### src/rtl/pwm_pkg.sv
// pwm_pkg: shared defaults, mode encoding and helpers for the multi-channel PWM block
// Contents:
//   PWM_DEFAULT_CHANNELS / PWM_DEFAULT_WIDTH - default top-level parameters
//   pwm_mode_e                               - PWM_MODE_EDGE / PWM_MODE_CENTER encoding
//   sel_width()                              - channel-select width, never below 1 bit
package pwm_pkg;

    localparam int PWM_DEFAULT_CHANNELS = 4;
    localparam int PWM_DEFAULT_WIDTH    = 8;

    typedef enum logic {
        PWM_MODE_EDGE   = 1'b0,
        PWM_MODE_CENTER = 1'b1
    } pwm_mode_e;

    function automatic int sel_width(input int n);
        return (n > 1) ? $clog2(n) : 1;
    endfunction

endpackage

### src/rtl/pwm_channel_cmp.sv
// pwm_channel_cmp: one PWM channel - shadow duty, active duty and registered comparator
// Ports:
//   SLK, rst  - clock, asynchronous active-high reset
//   enable    - low forces the output low
//   wr/wr_val - duty write strobe and value into the shadow register
//   load      - copy the shadow (including a same-cycle write) into the active register
//   cnt       - shared counter value
//   pwm       - registered output, high while active duty > cnt
module pwm_channel_cmp
    import pwm_pkg::*;
#(
    parameter int WIDTH = PWM_DEFAULT_WIDTH
) (
    input  logic             SLK,
    input  logic             rst,
    input  logic             enable,
    input  logic             wr,
    input  logic [WIDTH-1:0] wr_val,
    input  logic             load,
    input  logic [WIDTH-1:0] cnt,
    output logic             pwm
);

    logic [WIDTH-1:0] shadow_q, shadow_d;
    logic [WIDTH-1:0] active_q, active_d;
    logic             pwm_q, pwm_d;

    // A write landing on a load edge goes straight through to the active register.
    always_comb begin
        shadow_d = wr ? wr_val : shadow_q;
        active_d = load ? shadow_d : active_q;
        pwm_d    = enable && (active_q > cnt);
    end

    always_ff @(posedge SLK or posedge rst) begin
        if (rst) begin
            shadow_q <= '0;
            active_q <= '0;
            pwm_q    <= 1'b0;
        end else begin
            shadow_q <= shadow_d;
            active_q <= active_d;
            pwm_q    <= pwm_d;
        end
    end

    assign pwm = pwm_q;

endmodule

### src/rtl/pwm_multi_channel.sv
// pwm_multi_channel: shared-counter PWM generator with double-buffered period and per-channel duty
// Ports:
//   SLK, rst   - clock, asynchronous active-high reset
//   enable     - high runs the counter, low idles with outputs low and registers reloading
//   period     - counter top value, taken at each wrap
//   duty_wr    - duty write strobe; duty_sel picks the channel, duty_val the value
//   pwm        - registered channel outputs
//   period_end - registered one-cycle pulse after each wrap
// Define PWM_CENTER_ALIGNED_EN for up/down (triangle) counting; the default build is edge-aligned.
module pwm_multi_channel
    import pwm_pkg::*;
#(
    parameter int CHANNELS = PWM_DEFAULT_CHANNELS,
    parameter int WIDTH    = PWM_DEFAULT_WIDTH
) (
    input  logic                           SLK,
    input  logic                           rst,
    input  logic                           enable,
    input  logic [WIDTH-1:0]               period,
    input  logic                           duty_wr,
    input  logic [sel_width(CHANNELS)-1:0] duty_sel,
    input  logic [WIDTH-1:0]               duty_val,
    output logic [CHANNELS-1:0]            pwm,
    output logic                           period_end
);

    localparam int SEL_W = sel_width(CHANNELS);

    logic [WIDTH-1:0] cnt_q, cnt_d;
    logic [WIDTH-1:0] period_active_q, period_active_d;
    logic             period_end_q, period_end_d;
    logic             wrap, load, sel_ok;

    assign sel_ok = int'(duty_sel) < CHANNELS;

`ifdef PWM_CENTER_ALIGNED_EN
    // dir_q high = counting down. The wrap is the cnt=0 point reached on the way down;
    // a zero period degenerates to a wrap every cycle.
    logic dir_q, dir_d, turn;

    always_comb begin
        wrap  = enable && (cnt_q == '0) && (dir_q || (period_active_q == '0));
        turn  = enable && !dir_q && (cnt_q == period_active_q) && (period_active_q != '0);
        dir_d = enable && !wrap && (dir_q || turn);
        cnt_d = !enable          ? '0 :
                wrap             ? WIDTH'(period != '0) :
                (dir_q || turn)  ? cnt_q - 1'b1 :
                                   cnt_q + 1'b1;
    end

    always_ff @(posedge SLK or posedge rst) begin
        if (rst) dir_q <= 1'b0;
        else     dir_q <= dir_d;
    end
`else
    always_comb begin
        wrap  = enable && (cnt_q == period_active_q);
        cnt_d = (!enable || wrap) ? '0 : cnt_q + 1'b1;
    end
`endif

    // While idle the active registers track their sources every cycle, so the
    // first enabled period already uses the latest values.
    always_comb begin
        load            = !enable || wrap;
        period_active_d = load ? period : period_active_q;
        period_end_d    = wrap;
    end

    always_ff @(posedge SLK or posedge rst) begin
        if (rst) begin
            cnt_q           <= '0;
            period_active_q <= '0;
            period_end_q    <= 1'b0;
        end else begin
            cnt_q           <= cnt_d;
            period_active_q <= period_active_d;
            period_end_q    <= period_end_d;
        end
    end

    for (genvar i = 0; i < CHANNELS; i++) begin : g_ch
        pwm_channel_cmp #(
            .WIDTH(WIDTH)
        ) u_ch (
            .SLK    (SLK),
            .rst    (rst),
            .enable (enable),
            .wr     (duty_wr && sel_ok && (duty_sel == SEL_W'(i))),
            .wr_val (duty_val),
            .load   (load),
            .cnt    (cnt_q),
            .pwm    (pwm[i])
        );
    end

    assign period_end = period_end_q;

endmodule

### config.mk
export PLATFORM = sky130hd
export DESIGN_NAME = pwm_multi_channel
export DESIGN_NICKNAME = d
export VERILOG_FILES = /design/src/rtl/pwm_pkg.sv /design/src/rtl/pwm_channel_cmp.sv /design/src/rtl/pwm_multi_channel.sv
export SDC_FILE = /design/constraint.sdc
export NUM_CORES = 1
export LEC_CHECK = 0
export BUFFER_PORTS_ARGS = -buffer_cell sky130_fd_sc_hd__buf_4
export CORE_MARGIN = 1.5
export CORE_UTILIZATION = 60
export DETAILED_ROUTE_END_ITERATION = 6
export PLACE_DENSITY_LB_ADDON = 0.08
export SYNTH_ARGS = -nofsm -noshare
export SYNTH_HDL_FRONTEND = slang
export SYNTH_SLANG_ARGS = --single-unit
### constraint.sdc
create_clock -name SLK -period 2.66 [get_ports SLK]
set_clock_uncertainty 0.1 [all_clocks]
set_input_delay 0.133 -clock SLK [delete_from_list [all_inputs] [get_ports SLK]]
set_output_delay 0.133 -clock SLK [all_outputs]
set_load 0.05 [all_outputs]
==> results of run 1 <==
cell usage after synthesis, drive strengths merged (8+ instances only):
library cell | n | area (µm²)
buf | 9 | 73.8
a21oi | 8 | 40.0
a21o | 8 | 60.1
nor2 | 9 | 33.8
nand4 | 10 | 62.6
mux2 | 72 | 856
ha | 33 | 413
xnor2 | 14 | 123
dfrtp | 85 | 2130
inv | 13 | 48.8
o21a | 8 | 60.1
stage by stage:
step,util [%],cells,hold slack [ps],total power (W)
CTS,73.8,425,249,0.00358
finish,73.8,425,265,0.00354
global placement,67.3,391,165,0.00243
detailed placement,67.3,391,171,0.00246
global route,73.8,425,264,0.00374
floorplan,-,293,162,0.00226
power groups by stage:
stage               clock network (W)  registers (W)  logic [W]
floorplan                           0        0.00163   0.000638
global placement                    0        0.00167   0.000755
detailed placement                  0        0.00168   0.000783
CTS                           0.00112        0.00165   0.000811
global route                  0.00116        0.00168   0.000906
finish                        0.00109        0.00165   0.000802
logic make-up after synthesis:
| group | Yosys count | share of synthesized area (%) |
|---|---|---|
| compound gates | 33 | 5.40 |
| xor+xnor | 14 | 3.03 |
| fa+ha+maj | 33 | 10.2 |
| buf+inv | 22 | 3.03 |
| flops | 85 | 52.5 |
| mux | 72 | 21.1 |
| simple gates | 34 | 4.72 |
worst min-delay path by stage:
stage	startpoint	to	slack (ps)	depth (start not counted)
after floorplan	enable	period_end	160	1
after global placement	rst	g_ch[0].u_ch.shadow_q[5]	160	3
after detailed placement	rst	g_ch[2].u_ch.shadow_q[4]	170	3
after CTS	duty_sel[1]	g_ch[0].u_ch.shadow_q[5]	250	4
after global routing	duty_sel[1]	g_ch[0].u_ch.shadow_q[4]	260	4
final	duty_sel[1]	g_ch[0].u_ch.shadow_q[5]	270	4
routing by layer:
metal / GRT usage (%) / part of all wire [%] / wire length [µm] / up-vias
met5: 0 / 0 / 0 / -
met4: 10.3 / 2.9 / 208 / 0
met3: 5.64 / 2.7 / 196 / 14
met2: 34.8 / 45 / 3260 / 33
met1: 32.0 / 49 / 3550 / 1203
li1: - / - / - / 1143
registers in the layout (all words and copies together), names as in the netlist:
| name | count |
|---|---|
| g_ch.u_ch.active_q | 32 |
| period_end | 1 |
| g_ch.u_ch.pwm | 4 |
| g_ch.u_ch.shadow_q | 32 |
| cnt_q | 8 |
| period_active_q | 8 |
final cells by class:
class | count | area, µm² | area share (%)
Sequential cell | 85 | 2130 | 44.9
Inverter | 13 | 50.0 | 1.06
Timing Repair Buffer | 48 | 418 | 8.81
Clock inverter | 4 | 95.1 | 2.01
Multi-Input combinational cell | 186 | 1810 | 38.2
Tap cell | 77 | 96.3 | 2.03
Clock buffer | 12 | 145 | 3.06
worst max-delay path, delay by kind of cell, from the launching register on:
| kind | cells | cell delay (ps) |
|---|---|---|
| AO/OA/AOI/OAI | 1 | 200 |
| XOR/XNOR | 1 | 160 |
| buffers and inverters | 1 | 340 |
| flip-flops | 1 | 520 |
| multiplexers | 1 | 380 |
| AND/OR/NAND/NOR | 1 | 200 |
==> flow_summary.yaml, run 1 <==
status:
  run_status: "finished clean"
worst_setup_path:
  cp_data_required_time_ps: 2800
  reg2reg_to: "g_ch[1].u_ch.active_q[3]"
  worst-path-max-fanout: 23
  cp_slowest_stage_delay_ps: 520
  timing.critical_path.to_type: "flip-flop"
  startpoint_type: "flip-flop"
  endpoint: "g_ch[1].u_ch.active_q[3]"
  crit_type: "flip-flop to flip-flop"
  critical_path.startpoint: "cnt_q[0]"
  slowest_stage: "sky130_fd_sc_hd__dfrtp_1"
  cp.arrival_ps: 2170
  rr_startpoint: "cnt_q[0]"
  worst_r2r_path_depth: 5
  critical_path.cell_chain: "xnor2_1, nand4_1, o21ai_4, buf_4, mux2_2"
  reg2reg_slack_ps: 630
die:
  core_area_um2: 6420
  initial_utilization_pct: 63.1
  ios: 27
  fp.dieW_um: 85.2
  placement_rows: 29
  design.die.area_um2: 7250
  die_y_um: 85.2
clock_tree:
  tritoncts.num_buffers: 9
  cts.repair_timing.setup_buffer_count: 0
  post_cts_resize_count: 0
  cts-hold-fix-buffers: 18
  ctsRootBufferMaster: "sky130_fd_sc_hd__clkbuf_8"
  clk_transition_reported_paths_ps: 80
  clkSinkCount: 85
  clock_path_buffers: 2
  clock_insertion_delay_worst_skew_ps: 360
  number_of_levels_in_the_clock_h_tree: 3
  tritoncts: "done"
synthesis:
  synth_edf_count: 0
  syn-instance-count: 293
  yosysSeqAreaShare_pct: 52.5
  synth_fp_nets: 348
  yosys_register_bits: 85
  synth_async_sr_flop_share_pct: 100
  yosys.cell_types.count: 24
  syn_area_um2: 4050
  syn_area_per_cell_um2: 13.8
  yosys_warnings: 0
  ys_dominant_reg_cell: "sky130_fd_sc_hd__dfrtp_1"
power:
  p_leak_nw: 2.16
  power_density_nw_per_um2: 747
  clockPowerShare_pct: 30.7
  p_switching_w: 0.000919
  power.internal_w: 0.00262
  share_seq_of_total_power_pct: 46.7
  irDropWorstVdd_uv: 426
  share_comb_of_total_power_pct: 22.7
  power.share.switching_pct: 26.0
route:
  routed-via-count: 2393
  detail_route.wirelength_um: 7210
  count_of_tritonroute_iterations_in_the_first_routing_pass: 4
  detail-route-antenna-nets: 0
  drt-initial-drc-count: 109
  route.detailed.vias_per_inst: 5.63
  drc: 0
  routedWlPerCell_um: 17.0
grt:
  antenna_found_initial: 0
  grt_pass1_wl_um: 12400
  global_route.usage.total_pct: 23.1
  largest_net_degree_at_the_start_of_global_routing: 86
  global_route.overflow_total: 0
  grt_pass1_vias: 2525
sta:
  grt_setup_unrepaired: "false"
  period_minus_slack_ps: 2030
  final.period_utilization_pct: 76.3
  fin_setup_tns_ps: 0
  max_freq_ghz: 0.492
  finalHoldViolations: 0
  maxSlewViolCount: 0
  maxSlewHeadroom_pct: 58.1
  setup_viol_count_final: 0
  timing_worst_slew_pin_value_ps: 626
  finalWorstSetupSlack_ps: 629
cells_and_area:
  area_growth_pct: 17.0
  postLayoutCellArea_um2: 4740
  fin_nets: 398
  fraction_of_layout_cells_with_a_size_suffix_above_1_pct: 34.2
  layout.cells.most_common: "sky130_fd_sc_hd__dfrtp_1"
  n_antenna_cell: 0
  layout.cells.most_common_list: "sky130_fd_sc_hd__dfrtp_1 (85), sky130_fd_sc_hd__mux2_2 (60), sky130_fd_sc_hd__ha_1 (33)"
  final.fill_count: 459
placement:
  input_output_buffers: 26
  placed_cell_area_um2: 4320
  place_ws_ps: 638
  detailed_place_hpwl_um: 4960
  place_congestion: 0.810
hold_path:
  holdCritPathClass: "input port to flip-flop"
run:
  max_cap_viol_count: 0
Power figures use the tool's default switching activity.
==> run 2: changes to the inputs <==
Settings changed: ABC_AREA set to 1.
Clock period 2.66 ns to 1.87 ns, I/O delays scaled along.
==> flow_summary.yaml, run 2 <==
synthesis:
  yosys-top-cells-count: "sky130_fd_sc_hd__nand2_1 (151), sky130_fd_sc_hd__dfrtp_1 (85), sky130_fd_sc_hd__nand3_1 (49), sky130_fd_sc_hd__o21ai_0 (40), sky130_fd_sc_hd__ha_1 (33)"
  multiplexer_share_of_the_synthesized_area_pct: 0
  yosys_warnings: 0
  synth.most_common_cell: "sky130_fd_sc_hd__nand2_1"
  synthDominantCellAreaShare_pct: 51.6
  syn-instance-count: 472
  ys_dominant_reg_cell: "sky130_fd_sc_hd__dfrtp_1"
  simple_gate_portion_of_the_synthesized_area_pct: 22.1
  synth-compound-area-share_pct: 8.01
  post_synth_xor_area_fraction_pct: 1.91
  combinational_family_with_the_most_area_after_synthesis: "simple AND/OR/NAND/NOR gates"
  syn_area_um2: 4120
  yosys.cell_types.count: 18
  synth_edf_count: 0
  yosysSeqAreaShare_pct: 51.6
  synth_async_sr_flop_share_pct: 100
  syn_area_per_cell_um2: 8.74
  synth_top_cell_by_area: "sky130_fd_sc_hd__dfrtp_1"
  yosys_register_bits: 85
  synth_fp_nets: 527
  synth_adder_area_share_pct: 10.0
  ys_top_cells_by_area: "sky130_fd_sc_hd__dfrtp_1 (52%), sky130_fd_sc_hd__nand2_1 (14%), sky130_fd_sc_hd__ha_1 (10%), sky130_fd_sc_hd__nand3_1 (5.9%), sky130_fd_sc_hd__o21ai_0 (4.9%)"
hold_path:
  worst_hold_path.num_cells: 3
  holdCritPathClass: "input port to flip-flop"
clock_tree:
  tritoncts: "done"
  clkSinkCount: 85
  number_of_levels_in_the_clock_h_tree: 3
  ctsRootBufferMaster: "sky130_fd_sc_hd__clkbuf_8"
  clk_transition_reported_paths_ps: 90
  cts-hold-fix-buffers: 9
  clock_path_buffers: 2
  tritoncts.num_buffers: 9
  post_cts_resize_count: 0
  clock_insertion_delay_worst_skew_ps: 350
  cts.repair_timing.setup_buffer_count: 0
cells_and_area:
  layout.cells.most_common_list: "sky130_fd_sc_hd__nand2_1 (151), sky130_fd_sc_hd__dfrtp_1 (85), sky130_fd_sc_hd__nand3_1 (49)"
  reg_top3: "g_ch.u_ch.active_q (32), g_ch.u_ch.shadow_q (32)"
  layout.cells.most_common: "sky130_fd_sc_hd__nand2_1"
  fraction_of_layout_cells_with_a_size_suffix_above_1_pct: 10.7
  fin_nets: 558
  n_antenna_cell: 0
  area_growth_pct: 13.7
  postLayoutCellArea_um2: 4690
sta:
  maxSlewViolCount: 0
  period_minus_slack_ps: 1600
  fin_setup_tns_ps: 0
  max_freq_ghz: 0.625
  timing_worst_slew_pin_value_ps: 557
  setup_viol_count_final: 0
  maxSlewHeadroom_pct: 62.5
  grt_setup_unrepaired: "false"
  finalHoldViolations: 0
  final.period_utilization_pct: 85.5
  hold_slack_ps: 29.3
power:
  power_density_nw_per_um2: 1010
  p_leak_nw: 2.44
  irDropWorstVdd_uv: 736
route:
  count_of_tritonroute_iterations_in_the_first_routing_pass: 4
  drc: 0
  routedWlPerCell_um: 15.4
  detail-route-antenna-nets: 0
  detail_route.wirelength_um: 9020
  route.detailed.vias_per_inst: 5.50
  routed-via-count: 3229
  drt-initial-drc-count: 180
grt:
  grt_pass1_vias: 3307
  largest_net_degree_at_the_start_of_global_routing: 86
  antenna_found_initial: 0
  grt_pass1_wl_um: 15400
  global_route.usage.total_pct: 27.2
  global_route.overflow_total: 0
die:
  initial_utilization_pct: 61.4
  core_area_um2: 6720
  ios: 27
  die_y_um: 85.9
  design.die.area_um2: 7380
  fp.dieW_um: 85.9
  placement_rows: 30
placement:
  place_congestion: 0.819
  input_output_buffers: 26
  detailed_place_hpwl_um: 6320
  placed_cell_area_um2: 4380
worst_setup_path:
  crit_type: "flip-flop to flip-flop"
  startpoint_type: "flip-flop"
  worst_r2r_path_depth: 10
  timing.critical_path.to_type: "flip-flop"
  cp.arrival_ps: 1790
  cp_data_required_time_ps: 2060
  worst-path-max-fanout: 27
run:
  max_cap_viol_count: 0
status:
  run_status: "finished clean"
## run 2: changes by cell type in the layout (fill, tap and decap cells not counted), moves of 8 or more
cell,before,now
sky130_fd_sc_hd__nor2_1,9,18
sky130_fd_sc_hd__a21oi_1,8,20
sky130_fd_sc_hd__a21o_1,8,0
sky130_fd_sc_hd__nand4_1,10,0
sky130_fd_sc_hd__mux2_4,12,0
sky130_fd_sc_hd__inv_1,12,31
sky130_fd_sc_hd__dlygate4sd3_1,18,9
sky130_fd_sc_hd__xnor2_1,14,5
sky130_fd_sc_hd__o21ai_0,4,40
sky130_fd_sc_hd__mux2_2,60,0
sky130_fd_sc_hd__nand2_1,0,151
sky130_fd_sc_hd__nand3_1,5,49
## run 2: per-layer routing
metal  global-route usage [%]  vias to the layer above  routed length, µm
li1                         -                     1591                  -
met1                     36.2                     1541               4100
met2                     45.0                       81               4260
met3                     6.45                       16                471
met4                     7.77                        0                189
met5                        0                        -                  0
## run 2: where the power goes
group | total [W] | internal (W) | switching, W | leakage, nW
registers | 0.00225 | 0.00211 | 0.000145 | 1.08
logic | 0.00103 | 0.000405 | 0.000621 | 1.25
clock network | 0.00145 | 0.000760 | 0.000687 | 0.107
## run 2: path summary, 6_finish.rpt
kind                                                from                       end  slack, ps
worst max-delay path                            cnt_q[1]  g_ch[0].u_ch.active_q[2]        270
max in group asynchronous                            rst  g_ch[3].u_ch.active_q[5]       1020
worst min register to register  g_ch[3].u_ch.shadow_q[1]  g_ch[3].u_ch.shadow_q[1]        410
worst max register to register                  cnt_q[1]  g_ch[0].u_ch.active_q[2]        270
min in group asynchronous                            rst  g_ch[1].u_ch.shadow_q[0]        310
worst min-delay path                         duty_val[4]  g_ch[3].u_ch.shadow_q[4]         30
## run 2: kinds of logic after synthesis
family / count (synthesis)
and+or+nand+nor: 224
DFF: 85
buffers and inverters: 57
AOI/OAI and AO/OA: 64
xor gates and xnor gates: 9
adders and majority gates: 33
## run 2: cell type report
| class | instances | area, µm² |
|---|---|---|
| Clock buffer | 9 | 124 |
| Clock inverter | 6 | 93.8 |
| Fill cell | 559 | 2030 |
| Inverter | 35 | 135 |
| Multi-Input combinational cell | 330 | 1730 |
| Sequential cell | 85 | 2130 |
| Tap cell | 80 | 100 |
| Timing Repair Buffer | 42 | 375 |
## run 2: stage by stage
stage	util (%)	total power, W	setup slack (ps)	instances
6_report	69.8	0.00472	271	587
3_5_place_dp	65.2	0.00329	275	563
5_1_grt	69.8	0.00500	159	587
4_1_cts	69.8	0.00475	254	587
2_1_floorplan	-	0.00299	445	472
3_3_place_gp	65.2	0.00324	297	563
## run 2: worst max-delay path, stage by stage (launching register included)
cell and delay [ps]:
sky130_fd_sc_hd__dfrtp_1 430, sky130_fd_sc_hd__inv_2 140, sky130_fd_sc_hd__nand2_1 70, sky130_fd_sc_hd__nand2_1 60, sky130_fd_sc_hd__nand2_1 60, sky130_fd_sc_hd__nor2_1 120
sky130_fd_sc_hd__nand2_2 90, sky130_fd_sc_hd__nand2_2 120, sky130_fd_sc_hd__buf_12 190, sky130_fd_sc_hd__nand2_1 90, sky130_fd_sc_hd__nand2_1 70
==> run 3: changes to the inputs <==
Settings changed: HOLD_SLACK_MARGIN set to 0.06, REMOVE_ABC_BUFFERS set to 1.
==> flow_summary.yaml, run 3 (same netlist as run 2, synthesis figures left out) <==
sta:
  period_minus_slack_ps: 1620
  max_freq_ghz: 0.618
  setup_viol_count_final: 0
  timing_worst_slew_pin_value_ps: 610
  fin_setup_tns_ps: 0
  grt_setup_unrepaired: "false"
  maxSlewViolCount: 0
  maxSlewHeadroom_pct: 59.2
  finalHoldViolations: 0
  final.period_utilization_pct: 86.6
cells_and_area:
  n_antenna_cell: 0
  layout.cells.most_common: "sky130_fd_sc_hd__nand2_1"
  postLayoutCellArea_um2: 4780
  reg_top3: "g_ch.u_ch.active_q (32), g_ch.u_ch.shadow_q (32)"
  layout.cells.most_common_list: "sky130_fd_sc_hd__nand2_1 (151), sky130_fd_sc_hd__dfrtp_1 (85), sky130_fd_sc_hd__nand3_1 (49)"
  seqCellArea_um2: 2130
  area_growth_pct: 16.0
  final.fill_count: 535
  fraction_of_layout_cells_with_a_size_suffix_above_1_pct: 10.4
  multiInputGateArea_um2: 1730
  layoutNonFillerInstCount: 599
  fin_util_pct: 71.2
  fin_nets: 569
clock_tree:
  post_cts_resize_count: 0
  clk_transition_reported_paths_ps: 80
  cts.repair_timing.setup_buffer_count: 0
  clock_path_buffers: 2
  clock_insertion_delay_worst_skew_ps: 360
  clkSinkCount: 85
  number_of_levels_in_the_clock_h_tree: 3
  tritoncts: "done"
  ctsRootBufferMaster: "sky130_fd_sc_hd__clkbuf_8"
  tritoncts.num_buffers: 9
worst_setup_path:
  critical_path.cell_chain: "inv_2, nand2_1, nand2_1, nand2_1, nor2_1, nand2_2, nand2_2, buf_12, nand2_1, nand2_1"
  crit_type: "flip-flop to flip-flop"
  worst-path-max-fanout: 21
  startpoint_type: "flip-flop"
  cp_slowest_stage_delay_ps: 420
  timing.critical_path.to_type: "flip-flop"
  slowest_stage: "sky130_fd_sc_hd__dfrtp_1"
  cp_data_required_time_ps: 2070
  cp.arrival_ps: 1820
  worst_path_most_repeated_cell: "sky130_fd_sc_hd__nand2_1"
power:
  p_switching_w: 0.00137
  share_comb_of_total_power_pct: 21.8
  clockPowerShare_pct: 29.8
  overall_power_after_layout_w: 0.00465
  irDropWorstVdd_uv: 564
  power.share.switching_pct: 29.5
  p_leak_nw: 2.48
  share_seq_of_total_power_pct: 48.4
  power.internal_w: 0.00327
  power_density_nw_per_um2: 972
grt:
  grt_pass1_vias: 2993
  grt.met2_usage_pct: 39.1
  grt_pass1_wl_um: 14200
  antenna_found_initial: 0
  grt_most_used_layer: "met2"
  global_route.usage.total_pct: 25.4
  largest_net_degree_at_the_start_of_global_routing: 45
  grt_use_met1_pct: 35.2
  global_route.overflow_total: 0
  met3_usage_pct: 4.72
die:
  die_y_um: 85.9
  fp.dieW_um: 85.9
  placement_rows: 30
  initial_utilization_pct: 61.4
  design.die.area_um2: 7380
  core_area_um2: 6720
  ios: 27
placement:
  place_congestion: 0.810
  detailed_place_hpwl_um: 5850
  input_output_buffers: 26
  placed_cell_area_um2: 4390
  placed_cells: 565
status:
  run_status: "finished clean"
route:
  detail-route-antenna-nets: 0
  routed-via-count: 3178
  count_of_tritonroute_iterations_in_the_first_routing_pass: 4
  drt-initial-drc-count: 151
  drc: 0
  detail_route.wirelength_um: 8470
  route.detailed.vias_per_inst: 5.31
  routedWlPerCell_um: 14.1
hold_path:
  holdCritPathClass: "input port to flip-flop"
run:
  max_cap_viol_count: 0
run 3: cell count changes in the layout (fill, tap and decap cells not counted):
cell / delta
sky130_fd_sc_hd__clkinv_2: +2
sky130_fd_sc_hd__dlygate4sd3_1: +9
sky130_fd_sc_hd__clkbuf_1: +3
sky130_fd_sc_hd__clkinvlp_4: -1
sky130_fd_sc_hd__buf_4: +2
sky130_fd_sc_hd__inv_6: -3
run 3: final timing paths:
kind                                     startpoint                        to  slack [ps]  depth (start not counted)
max in group asynchronous                       rst  g_ch[1].u_ch.active_q[3]         860                          4
max                                        cnt_q[1]  g_ch[0].u_ch.active_q[5]         250                         10
max reg2reg                                cnt_q[1]  g_ch[0].u_ch.active_q[5]         250                         10
min reg2reg                g_ch[3].u_ch.shadow_q[0]  g_ch[3].u_ch.shadow_q[0]         410                          2
min in group asynchronous                       rst        period_active_q[0]         210                          3
min                                     duty_sel[0]  g_ch[3].u_ch.shadow_q[7]         200                          5
run 3: through the flow:
stage	hold slack (ps)	setup WS, ps
global placement	44.6	274
floorplan	99.7	-517
global route	258	92.5
finish	201	251
detailed placement	56.4	262
CTS	197	230
run 3: cell type report:
type | instances | share of cell area, %
clock buffers | 12 | 2.83
clock inverters | 4 | 1.52
inverters | 35 | 2.77
multi-input cells | 330 | 36.3
flip-flops and latches | 85 | 44.5
well taps | 80 | 2.09
repair buffers | 53 | 10.0
run 3: metal layers:
| metal | routed length (µm) | part of all wire [%] |
|---|---|---|
| met2 | 3940 | 46 |
| met1 | 4070 | 48 |
| met5 | 0 | 0 |
| met3 | 357 | 4.2 |
| met4 | 105 | 1.2 |
run 3: power groups by stage:
stage	Combinational, W	Sequential (W)	Clock, W
after floorplan	0.000622	0.00231	0
after global placement	0.000943	0.00228	0
after detailed placement	0.000983	0.00228	0
after CTS	0.00102	0.00225	0.00141
after global routing	0.00117	0.00228	0.00148
final	0.00101	0.00225	0.00138
run 3: timing repair:
| action | CTS | global route |
|---|---|---|
| endpoints found under the hold margin | 79 | 0 |
| hold buffers | 18 | 0 |
| endpoints found under the setup margin | 0 | 0 |
run 3: critical path: cells and delay by family, from the launching register on:
family,cells,cell delay (ps)
and+or+nand+nor,8,710
DFF,1,420
buffers and inverters,2,310
